<file path="src/rtl/cnn_layer_accel_job_issuer.sv">
// Host-side job issuer for cnn_layer_accel_quad: queues parameter words and runs the
// start/fetch/complete handshake. Optional watchdog enabled by CNL_JOB_TIMEOUT_EN.
module cnn_layer_accel_job_issuer #(
  parameter int C_JOB_FIFO_DEPTH = 4,
  parameter int C_PARAM_WIDTH    = 128,
  parameter int C_CNT_WIDTH      = 16,
  parameter int C_TIMEOUT_CYCLES = 65535
) (
  input  logic                              clk_if,
  input  logic                              rst,
  input  logic                              job_in_valid,
  output logic                              job_in_ready,
  input  logic [C_PARAM_WIDTH-1:0]          job_in_params,
  output logic                              job_start,
  input  logic                              job_accept,
  output logic [C_PARAM_WIDTH-1:0]          job_parameters,
  input  logic                              job_fetch_request,
  output logic                              job_fetch_ack,
  output logic                              job_fetch_complete,
  input  logic                              job_complete,
  output logic                              job_complete_ack,
  output logic                              fetch_start,
  input  logic                              fetch_done,
  output logic                              busy,
  output logic [$clog2(C_JOB_FIFO_DEPTH):0] fifo_count,
  output logic [C_CNT_WIDTH-1:0]            jobs_done,
  output logic                              timeout_err
);

  localparam int PTR_W = $clog2(C_JOB_FIFO_DEPTH);
  localparam int CNT_W = PTR_W + 1;

  typedef enum logic [2:0] {S_IDLE, S_START, S_WAIT_FREQ, S_FETCH, S_WAIT_DONE} state_t;

  logic [C_PARAM_WIDTH-1:0] mem_q [C_JOB_FIFO_DEPTH];
  logic [PTR_W-1:0]         wr_ptr_q, wr_ptr_d, rd_ptr_q, rd_ptr_d;
  logic [CNT_W-1:0]         count_q, count_d;
  state_t                   state_q, state_d;
  logic                     start_q, start_d;
  logic [C_PARAM_WIDTH-1:0] params_q, params_d, head, head_nxt;
  logic                     fack_q, fack_d, fst_q, fst_d, fcmp_q, fcmp_d, cack_q, cack_d;
  logic                     busy_q, busy_d;
  logic [C_CNT_WIDTH-1:0]   jobs_done_q, jobs_done_d;
  logic                     push, pop;

  assign job_in_ready = (count_q != CNT_W'(C_JOB_FIFO_DEPTH));
  assign push         = job_in_valid && job_in_ready;
  assign pop          = (state_q == S_START) && job_accept;
  assign head         = mem_q[rd_ptr_q];
  // A job pushed into an empty queue in the same cycle WAIT_DONE finishes is not yet in mem_q.
  assign head_nxt     = (count_q == '0) ? job_in_params : head;

  always_comb begin
    wr_ptr_d = push ? wr_ptr_q + 1'b1 : wr_ptr_q;
    rd_ptr_d = pop  ? rd_ptr_q + 1'b1 : rd_ptr_q;
    count_d  = count_q + CNT_W'(push) - CNT_W'(pop);
  end

`ifdef CNL_JOB_TIMEOUT_EN
  localparam int TMO_W = $clog2(C_TIMEOUT_CYCLES + 1);
  logic [TMO_W-1:0] tmo_cnt_q, tmo_cnt_d;
  logic             tmo_err_q, tmo_err_d;
  assign timeout_err = tmo_err_q;
`else
  logic unused_tmo;
  assign unused_tmo  = (C_TIMEOUT_CYCLES != 0);
  assign timeout_err = 1'b0;
`endif

  always_comb begin
    state_d     = state_q;
    start_d     = start_q;
    params_d    = params_q;
    fack_d      = 1'b0;
    fst_d       = 1'b0;
    fcmp_d      = 1'b0;
    cack_d      = 1'b0;
    jobs_done_d = jobs_done_q;
    case (state_q)
      S_IDLE: if (count_q != '0) begin
        state_d  = S_START;
        start_d  = 1'b1;
        params_d = head;
      end
      S_START: if (job_accept) begin
        state_d = S_WAIT_FREQ;
        start_d = 1'b0;
      end
      S_WAIT_FREQ: if (job_fetch_request) begin
        state_d = S_FETCH;
        fack_d  = 1'b1;
        fst_d   = 1'b1;
      end
      S_FETCH: if (fetch_done) begin
        state_d = S_WAIT_DONE;
        fcmp_d  = 1'b1;
      end
      S_WAIT_DONE: if (job_complete) begin
        cack_d      = 1'b1;
        jobs_done_d = jobs_done_q + 1'b1;
        if (count_d != '0) begin
          state_d  = S_START;
          start_d  = 1'b1;
          params_d = head_nxt;
        end else begin
          state_d = S_IDLE;
        end
      end
      default: state_d = S_IDLE;
    endcase
`ifdef CNL_JOB_TIMEOUT_EN
    tmo_err_d = tmo_err_q;
    tmo_cnt_d = '0;
    if ((state_q == S_WAIT_FREQ || state_q == S_FETCH || state_q == S_WAIT_DONE) &&
        state_d == state_q) begin
      // Counter hitting the limit drops the job without acknowledging it.
      if (tmo_cnt_q == TMO_W'(C_TIMEOUT_CYCLES - 1)) begin
        tmo_err_d = 1'b1;
        state_d   = S_IDLE;
      end else begin
        tmo_cnt_d = tmo_cnt_q + 1'b1;
      end
    end
`endif
    busy_d = (state_d != S_IDLE);
  end

  always_ff @(posedge clk_if) begin
    if (push) mem_q[wr_ptr_q] <= job_in_params;
  end

  always_ff @(posedge clk_if or posedge rst) begin
    if (rst) begin
      wr_ptr_q    <= '0;
      rd_ptr_q    <= '0;
      count_q     <= '0;
      state_q     <= S_IDLE;
      start_q     <= 1'b0;
      params_q    <= '0;
      fack_q      <= 1'b0;
      fst_q       <= 1'b0;
      fcmp_q      <= 1'b0;
      cack_q      <= 1'b0;
      busy_q      <= 1'b0;
      jobs_done_q <= '0;
`ifdef CNL_JOB_TIMEOUT_EN
      tmo_cnt_q   <= '0;
      tmo_err_q   <= 1'b0;
`endif
    end else begin
      wr_ptr_q    <= wr_ptr_d;
      rd_ptr_q    <= rd_ptr_d;
      count_q     <= count_d;
      state_q     <= state_d;
      start_q     <= start_d;
      params_q    <= params_d;
      fack_q      <= fack_d;
      fst_q       <= fst_d;
      fcmp_q      <= fcmp_d;
      cack_q      <= cack_d;
      busy_q      <= busy_d;
      jobs_done_q <= jobs_done_d;
`ifdef CNL_JOB_TIMEOUT_EN
      tmo_cnt_q   <= tmo_cnt_d;
      tmo_err_q   <= tmo_err_d;
`endif
    end
  end

  assign job_start          = start_q;
  assign job_parameters     = params_q;
  assign job_fetch_ack      = fack_q;
  assign fetch_start        = fst_q;
  assign job_fetch_complete = fcmp_q;
  assign job_complete_ack   = cack_q;
  assign busy               = busy_q;
  assign fifo_count         = count_q;
  assign jobs_done          = jobs_done_q;

endmodule
</file>
<file path="config.mk">
export PLATFORM = sky130hd
export DESIGN_NAME = cnn_layer_accel_job_issuer
export DESIGN_NICKNAME = d
export VERILOG_FILES = /design/src/rtl/cnn_layer_accel_job_issuer.sv
export SDC_FILE = /design/constraint.sdc
export NUM_CORES = 1
export LEC_CHECK = 0
export ABC_AREA = 1
export BUFFER_PORTS_ARGS = -buffer_cell sky130_fd_sc_hd__buf_2
export CORE_ASPECT_RATIO = 0.8
export CORE_MARGIN = 5
export CORE_UTILIZATION = 40
export DETAILED_ROUTE_END_ITERATION = 6
export PLACE_DENSITY = 0.64
export SYNTH_ARGS = -nofsm -noshare
export SYNTH_HDL_FRONTEND = slang
export SYNTH_SLANG_ARGS = --single-unit
</file>
<file path="constraint.sdc">
create_clock -name clk_if -period 10.1 [get_ports clk_if]
set_input_delay 0 -clock clk_if [delete_from_list [all_inputs] [get_ports clk_if]]
set_output_delay 0 -clock clk_if [all_outputs]
set_load 0.01 [all_outputs]
</file>
# Yosys cells after proc, flatten, opt, wreduce, memory -nomap -nowiden
# Memories as Yosys holds them, arrays and structs flattened.
# Cells that the tools add are included.
# totals
reg_bits	159
latchBits	0
ram_bits	512
mem_bits_ro	0
in_bits	135
out_inout_bits	155
wordCells	63
mem_count	1
# classes
n_addsub	5
n_mul	0
div_mod_pow	0
n_lt_le_gt_ge	0
eq_ne	9
shift	0
n_mux	25
bitwise	0
n_reduce_logical	12
# memory_table
memory	words	word_bits	rd	rd_clocked_by_memory_dff	wr	line_no	source
mem_q	4	128	1	0	1	35	logic [C_PARAM_WIDTH-1:0] mem_q [C_JOB_FIFO_DEPTH];
# op_table
operator	n
$mux 128	4
$pmux 128 s2	1
$add 16x1->16 const B	1
$mux 3	5
$pmux 3 s5	1
$mux 1	13
$reduce_bool 3->1	4
$ne 2x2->1 const B	4
$eq 3x2->1 const B	2
$logic_not 3->1	2
$reduce_and 5->1	1
$add 2x1->2 const B	2
$reduce_and 4->1	1
$add 3x1->3	1
$eq 3x1->1 const B	1
$eq 3x3->1 const B	1
$ne 3x3->1 const B	1
$pmux 1 s3	1
$sub 3x1->3	1
$logic_and 1x1->1	2
$reduce_and 2->1	1
$reduce_bool 2->1	1

# Logic depth before layout (Yosys ltp)
# Gate-level depths: netlist of the first run.
# depth
ltp_word	9
ltp_mapped	15
ltp_nobuf	13

# Worst setup path before layout of the first run
# No wires, ideal clock.
# synth_timing
kind	register to register
from	register count_q[1] (netlist: fifo_count[1])
to	memory mem_q[0][0], enable pin
setup_time_ps	617
arrival_time_ps	6174
t_required_ps	9483
setup_slack_ps	3309
path_stages_with_launch	5
n_path_buf	0
synth_period_minus_slack_ps	6791
cell_sequence	dfrtp_1 > inv_2 > nand3_1 > nand2_1 > nor2_1
# synth_between
elab_chain_len	4
# synth_lines
element	line_no	source
start, declared	37	logic [CNT_W-1:0] count_q, count_d;
start signal, assigned	153	count_q <= count_d;
$ne 3x3->1	46	assign job_in_ready = (count_q != CNT_W'(C_JOB_FIFO_DEPTH));
named net job_in_ready	12	output logic job_in_ready,
$logic_and 1x1->1	47	assign push = job_in_valid && job_in_ready;
$mux 1	129	if (push) mem_q[wr_ptr_q] <= job_in_params;
$mux 1 (not written as such)	129	
end, declared	35	
# The timed path passes the listed nets, and every way through them passes these cells.

# Final worst setup path of the first run
# layout_timing
from	register count_q[1] (netlist: fifo_count[1])
to	register params_q[102] (netlist: job_parameters[102])
# layout_between
elab_chain_len	7
word_cells_on_any_way	14
classes_between	add/sub: 2; eq/ne: 3; mux: 4; reduce/logical: 5
# layout_lines
element	line_no	source
$ne 3x3->1	46	
$logic_and 1x1->1	47	
$add 3x1->3 (*)	56	count_d = count_q + CNT_W'(push) - CNT_W'(pop);
$sub 3x1->3 (*)	56	
named net count_d[1]	37	
$reduce_bool 3->1 (*)	101	if (count_d != '0) begin
$ne 2x2->1 (no source line) (*)	--	
$reduce_and 4->1 (no source line) (*)	--	
end signal, assigned	156	params_q <= params_d;
end, declared	40	logic [C_PARAM_WIDTH-1:0] params_q, params_d, head, head_nxt;
# The timed path passes the listed nets; every way through them passes the cells marked *. The select of a mux whose other input is x is not followed.
# A chain may end at the register's enable or synchronous reset.

==> out/metrics.csv, run 1 <==
stage;metric;value;unit
placement;Place WS;5.83;ns
power_and_ir_drop;Pint;6.56;mW
grt;total track usage;0.182;
worst_setup_path;FF-to-FF End;job_parameters[102];
clock_network;setup bufs post-CTS;0;
cells_and_area;fillers;6765;
clock_network;CTS root buf;clkbuf_16;
worst_setup_path;worst reg-to-reg setup slack;5.76;ns
yosys;Post-Synth XOR/XNOR Area;0.00354;
clock_network;TritonCTS buffer count;71;
timing;time the worst path needs with I/O delays and setup;4.34;ns
power_and_ir_drop;worst vdd ir;0.219;mV
grt;first-pass GRT wire length;116;mm
drt;post-route ant nets;0;
placement;GPL Wtd Cong;0.772;
worst_setup_path;critical path's top delay family;simple AND/OR/NAND/NOR gates;
worst_hold_path;Hold Crit Depth;3;
drt;DR iter-0 viols;1540;
cells_and_area;fin cells;4611;
clock_network;CTS tree;built;
yosys;Post-Synth Simple-Gate Area;0.243;
yosys;syn nets;3328;
drt;vias per cell;4.65;
die;starting density of the core;0.403;
worst_setup_path;crit path buf inv count;3;
yosys;count of cell types in the netlist;25;
worst_setup_path;worst path cell trace;inv_2, nand3_1, nand2_1, ha_1, inv_1, ha_1, fa_1, nor2_1, nand4_1, nand2_4, buf_4, nand2_1, nand2_1;
placement;DP Cell Count;4341;
drt;via count;21400;
worst_setup_path;CP dominant cell by count;nand2_1;
drt;DR pass1 iterations;7;
grt;largest net degree at the start of global routing;160;
die;# rows;89;
power_and_ir_drop;Clock power frac;0.267;
timing;Setup Total Neg Slack;0;ns
cells_and_area;Layout Nets;3689;
yosys;FF+latch count, synth;671;
timing;Worst Setup Slack, final;5.76;ns
worst_hold_path;Min-Delay Path Class;primary input to flop;
timing;Fmax;231;MHz
cells_and_area;area grow syn2layout;20.4;%
grt;number of antenna violations at the first check in global routing;3;
clock_network;clk sinks;671;
die;CORE AREA;0.0737;mm^2
clock_network;CTS H-tree lvls;3;
cells_and_area;share of cells above drive strength 1;0.123;
worst_setup_path;FF-to-FF path depth;13;
die;chip width;315;um
timing;Slew Limit Headroom;0.285;
power_and_ir_drop;P_sw;3.94;mW
yosys;Seq/Total Area, Yosys;0.652;
power_and_ir_drop;Seq pwr share;0.387;
yosys;mux cell area share after synthesis;0;
status;status;complete, no violations;
clock_network;Worst-Skew Late Latency;0.62;ns
worst_setup_path;Worst path slowest cell;buf_4;
worst_hold_path;Hold Path End;wr_ptr_q[0];
placement;input/output buffers;288;
die;Top Ports;290;
timing;Final setup viols;0;
worst_setup_path;type of the worst setup path;flop to flop;
timing;Tightest Pin Transition;1.07;ns
power_and_ir_drop;combinational cell fraction of total power;0.346;
yosys;Compound-Gate Fraction of Synth Area;0.000842;
worst_setup_path;Worst path max stage delay;0.86;ns
grt;vias in the first global route;20600;
drt;final wirelength;73.8;mm
worst_setup_path;crit start category;flop;
timing;final worst path period share;0.429;
drt;DR WL/cell;16.0;um
clock_network;post_cts resized;0;
die;Die Span Y;254;um
clock_network;maximum clock path buffer count;3;
grt;total grt overflow;0;
yosys;Cell Area, Synth;0.0297;mm^2
timing;Hold Vio Cnt, Final;0;
yosys;Adder-Cell Fraction of Synth Area;0.00362;
timing;RSZ-0062 raised after global routing;no;
cells_and_area;most common cell after layout, fill and taps aside;nand2_1;
placement;HPWL after detailed placement;40.0;mm
worst_hold_path;Hold Startpoint;job_in_valid;
clock_network;Reg clk slew, reported paths;0.06;ns
worst_setup_path;Crit path required time;10.63;ns
timing;clock skew;0.0259;ns
yosys;largest family of logic cells by synthesized area;simple AND/OR/NAND/NOR gates;
worst_setup_path;largest fanout on the critical path;70;
power_and_ir_drop;switching part of the total;0.375;
yosys;Mean Syn Cell Area;9.33;um^2
worst_setup_path;launch point of the worst reg-to-reg path;fifo_count[1];
die;Die ar.;0.0798;mm^2
worst_setup_path;Critical Path AT;4.86;ns
yosys;Cells after Synth;3185;
power_and_ir_drop;Lkg Pwr;17.3;nW
timing;Max Slew Vio Count;0;
power_and_ir_drop;Pwr Density;294;mW/mm^2
drt;DRC;0;
yosys;Yosys warnings;0;
timing;minimum hold slack;0.0502;ns
job;max-cap violations;0;
worst_setup_path;Crit. End Element;flop;
cells_and_area;commonest cells after routing, fill and taps aside;nand2_1, inv_1, edfxtp_1, nand3_1, buf_2;
-- timing repair --
| action | CTS | global route |
|---|---|---|
| hold endpoints to repair | 717 | 0 |
| endpoints found under the setup margin | 0 | 0 |
| hold buffers | 133 | 0 |
-- layout make-up --
cell class | instances | area (um^2) | share of cell area
sequential | 671 | 19400 | 0.542
timing repair buffer | 445 | 2980 | 0.0833
clock inverter | 27 | 415 | 0.0116
clock buffer | 105 | 2130 | 0.0596
antenna | 5 | 12.5 | 0.000350
inverter | 551 | 2090 | 0.0583
multi-input combinational | 1806 | 7520 | 0.210
tap | 1001 | 1250 | 0.0350
-- worst max-delay path by stage --
stage	cells after the start	startpoint	to	slack [ns]
after global routing	13	fifo_count[1]	job_parameters[102]	5.44
after CTS	13	fifo_count[1]	job_parameters[102]	5.79
after floorplan	4	fifo_count[1]	mem_q[0][0]	3.31
final	13	fifo_count[1]	job_parameters[102]	5.76
after global placement	14	fifo_count[1]	job_parameters[91]	5.94
after detailed placement	14	fifo_count[1]	job_parameters[114]	5.83
-- state kept, by name (all words and copies together) (netlist names) --
register            flops
busy                    1
mem_q                 512
job_start               1
job_fetch_complete      1
fetch_start             1
rd_ptr_q                2
state_q                 3
wr_ptr_q                2
job_complete_ack        1
jobs_done              16
fifo_count              3
job_parameters        128
-- synthesized netlist by cell type, drive strengths merged --
cell       n  area, um^2
inv      549        2060
buf      120         677
nor3       3        15.0
nand2   1338        5020
nand3b     1        7.51
o21ai      3        15.0
clkbuf    37         139
xor2       8        70.1
xnor2      4        35.0
conb       1        3.75
ha         7        87.6
a21oi      2        10.0
nand4     12        75.1
nand3    397        1990
fa         1        20.0
nor2      29         114
dfrtp    159        3980
edfxtp   512       15400
clkinv     2        7.51
-- cells by family after synthesis --
| family | Yosys count |
|---|---|
| flip-flops | 671 |
| XOR/XNOR | 12 |
| buffers and inverters | 708 |
| AND/OR/NAND/NOR | 1780 |
| adder cells (fa/ha/maj) | 8 |
| AO/OA/AOI/OAI | 5 |
| other | 1 |
-- power by group through the flow --
stage               registers (mW)  clock network, mW  logic (mW)
floorplan                     4.22                  0        2.41
global placement              4.11                  0        3.58
detailed placement            4.11                  0        3.63
CTS                           4.06               2.86        3.68
global route                  4.13               2.98        4.14
finish                        4.06               2.80        3.64
-- per-layer routing --
metal | vias up | part of all wire | track usage
li1 | 10600 | - | -
met1 | 10100 | 0.46 | 0.258
met2 | 586 | 0.46 | 0.294
met3 | 93 | 0.064 | 0.0343
met4 | 0 | 0.017 | 0.0420
met5 | - | 0 | 0
-- worst reg2reg max path: cells and delay by family, from the launching register on --
kind	cells	cell delay, ns
flops	1	0.40
fa+ha+maj	3	0.94
buf+inv	3	1.03
simple gates	7	1.86
-- stage by stage --
stage | total power [mW] | cell area, um^2 | util
5_1_grt | 11.3 | 35700 | 0.485
6_report | 10.5 | 35800 | 0.485
2_1_floorplan | 6.63 | 29700 | -
3_3_place_gp | 7.69 | 31900 | 0.432
3_5_place_dp | 7.74 | 31900 | 0.432
4_1_cts | 10.6 | 35700 | 0.485
Power figures use the tool's default switching activity.
==> run 2, diff against run 1 <==
==> constraint.sdc (replaced) <==
create_clock -name clk_if -period 4.5 [get_ports clk_if]
set_input_delay 0 -clock clk_if [delete_from_list [all_inputs] [get_ports clk_if]]
set_output_delay 0 -clock clk_if [all_outputs]
set_load 0.01 [all_outputs]
==> run 2 against run 1 <==
Compared with the run above: clock skew decreased by 0.011 ns; critical endpoint is now job_parameters[71]; global-route usage increased by 0.054 points; combinational power increased by 130%; utilization decreased by 0.056 points; cell count increased by 0.17%; cell area decreased by 0.12%; power increased by 120%; non-clock buffer count increased by 9; sequential share of layout area increased by 0.062 points; clock power increased by 100%; die area unchanged; count of clock-buffer cells in the layout decreased by 9.
==> out/metrics.csv, run 2 (synthesis gave the netlist of run 1 again) <==
stage;metric;value;unit;change
status;status;complete, no violations;;
placement;DP Cell Count;4349;;+0.18%
cells_and_area;commonest cells after routing, fill and taps aside;nand2_1, inv_1, edfxtp_1, nand3_1, buf_2;;
timing;Max Slew Vio Count;0;;unchanged
die;# rows;89;;unchanged
timing;Final setup viols;0;;unchanged
grt;number of antenna violations at the first check in global routing;7;;+4
worst_setup_path;Crit. End Element;flop;;
cells_and_area;max reg flops;512;;unchanged
die;starting density of the core;0.403;;unchanged
clock_network;CTS root buf;clkbuf_16;;
die;CORE AREA;0.0737;mm^2;unchanged
clock_network;maximum clock path buffer count;3;;unchanged
timing;clock skew;0.0150;ns;-0.0108 ns
placement;Placed Area;0.0321;mm^2;+0.70%
cells_and_area;area grow syn2layout;20.2;%;
grt;total grt overflow;0;;unchanged
worst_setup_path;Crit path required time;5.04;ns;-5.59 ns
drt;DR WL/cell;15.9;um;-0.48%
timing;Slew Limit Headroom;0.307;;+0.0216
drt;DR pass1 iterations;5;;-2
clock_network;CTS H-tree lvls;3;;unchanged
worst_setup_path;worst path cell trace;inv_1, nand4_1, inv_1, ha_1, inv_1, ha_1, fa_1, nor2_1, nand4_1, nand2_4, buf_4, nand2_1, nand2_1;;
timing;Hold Vio Cnt, Final;0;;unchanged
power_and_ir_drop;worst vdd ir;0.559;mV;+150%
cells_and_area;most common cell after layout, fill and taps aside;nand2_1;;
drt;vias per cell;4.66;;+0.26%
power_and_ir_drop;Pwr Density;647;mW/mm^2;+120%
drt;post-route ant nets;0;;unchanged
die;Die ar.;0.0798;mm^2;unchanged
placement;GPL Wtd Cong;0.765;;-0.88%
placement;input/output buffers;288;;unchanged
timing;RSZ-0062 raised after global routing;no;;
grt;largest net degree at the start of global routing;130;;-19%
worst_setup_path;Worst path max stage delay;0.72;ns;-0.14 ns
cells_and_area;largest reg by FF count;mem_q;;
worst_setup_path;crit path buf inv count;4;;+1
clock_network;clk sinks;671;;unchanged
timing;Fmax;286;MHz;+24%
die;chip width;315;um;unchanged
worst_setup_path;Critical Path AT;4.03;ns;-0.83 ns
drt;DR iter-0 viols;1462;;-5.1%
worst_setup_path;largest fanout on the critical path;78;;+11%
grt;total track usage;0.183;;+0.000539
die;Top Ports;290;;unchanged
timing;final worst path period share;0.776;;+0.347
grt;vias in the first global route;21100;;+2.3%
clock_network;TritonCTS buffer count;71;;unchanged
die;Die Span Y;254;um;unchanged
timing;time the worst path needs with I/O delays and setup;3.49;ns;-0.845 ns
worst_setup_path;crit start category;flop;;
timing;Tightest Pin Transition;1.04;ns;-0.0325 ns
clock_network;post_cts resized;0;;unchanged
worst_setup_path;CP dominant cell by count;inv_1;;
clock_network;CTS tree;built;;
cells_and_area;Layout Nets;3698;;+0.24%
drt;final wirelength;73.6;mm;-0.31%
cells_and_area;fin cells;4619;;+0.17%
cells_and_area;design area;0.0357;mm^2;-0.12%
power_and_ir_drop;Lkg Pwr;17.3;nW;about the same
clock_network;Reg clk slew, reported paths;0.06;ns;about the same
grt;first-pass GRT wire length;116;mm;+0.23%
worst_hold_path;Min-Delay Path Class;primary input to async pin;;
worst_setup_path;Worst path slowest cell;buf_4;;
clock_network;Worst-Skew Late Latency;0.60;ns;-0.02 ns
drt;DRC;0;;unchanged
drt;via count;21500;;+0.43%
worst_setup_path;type of the worst setup path;flop to flop;;
job;max-cap violations;0;;unchanged
timing;minimum hold slack;0.0629;ns;+0.0127 ns
worst_setup_path;critical path's top delay family;buffers and inverters;;
cells_and_area;share of cells above drive strength 1;0.124;;+0.000835
placement;HPWL after detailed placement;39.2;mm;-1.9%
[run 2: cell type report]
class,count,area [um^2]
tap,1001,1250
inverter,551,2090
antenna,5,12.5
sequential,671,19400
timing repair buffer,454,3210
fill,6808,38000
clock inverter,35,308
multi-input combinational,1806,7520
clock buffer,96,1960
[run 2: stage by stage]
step	setup WS [ns]	TNS [ns]	utilization	power [mW]
after detailed placement	1.04	0	0.435	17.5
after global placement	1.11	0	0.435	17.4
after global routing	0.703	0	0.484	24.8
final	1.01	0	0.484	23.1
after CTS	1.01	0	0.484	23.4
after floorplan	-0.169	-86.64	-	14.8
[run 2: timing repair]
action	CTS	global route
setup buffers	0	0
endpoints found under the hold margin	731	0
hold buffers	134	0
[run 2: worst reg2reg max path: cells and delay by family (launching register included)]
kind	cells	cell delay, ns
and+or+nand+nor	6	1.09
DFF	1	0.44
adders and majority gates	3	0.83
buffers and inverters	4	1.08
[run 2: report_power, final]
group | internal (mW) | switching [mW] | leakage (nW)
Sequential | 8.40 | 0.653 | 6.64
Clock | 3.32 | 2.41 | 1.12
Combinational | 2.64 | 5.68 | 9.57
[run 2: path summary, 6_finish.rpt]
check | depth (start not counted) | from | to | slack [ns]
max reg2reg | 13 | state_q[2] | job_parameters[71] | 1.01
min in group clk_if | 2 | job_in_params[84] | mem_q[3][84] | 0.17
max in group asynchronous | 4 | rst | job_parameters[109] | 3.37
min reg2reg | 2 | job_parameters[43] | job_parameters[43] | 0.46
min | 3 | rst | job_parameters[126] | 0.06
max | 13 | state_q[2] | job_parameters[71] | 1.01
[run 2: layer usage]
metal  GRT usage  share of wire  vias to the layer above
li1            -              -                    10700
met1       0.249           0.45                    10200
met2       0.300           0.47                      587
met3      0.0386          0.063                      112
met4      0.0482          0.020                        4
met5           0        0.00037                        -
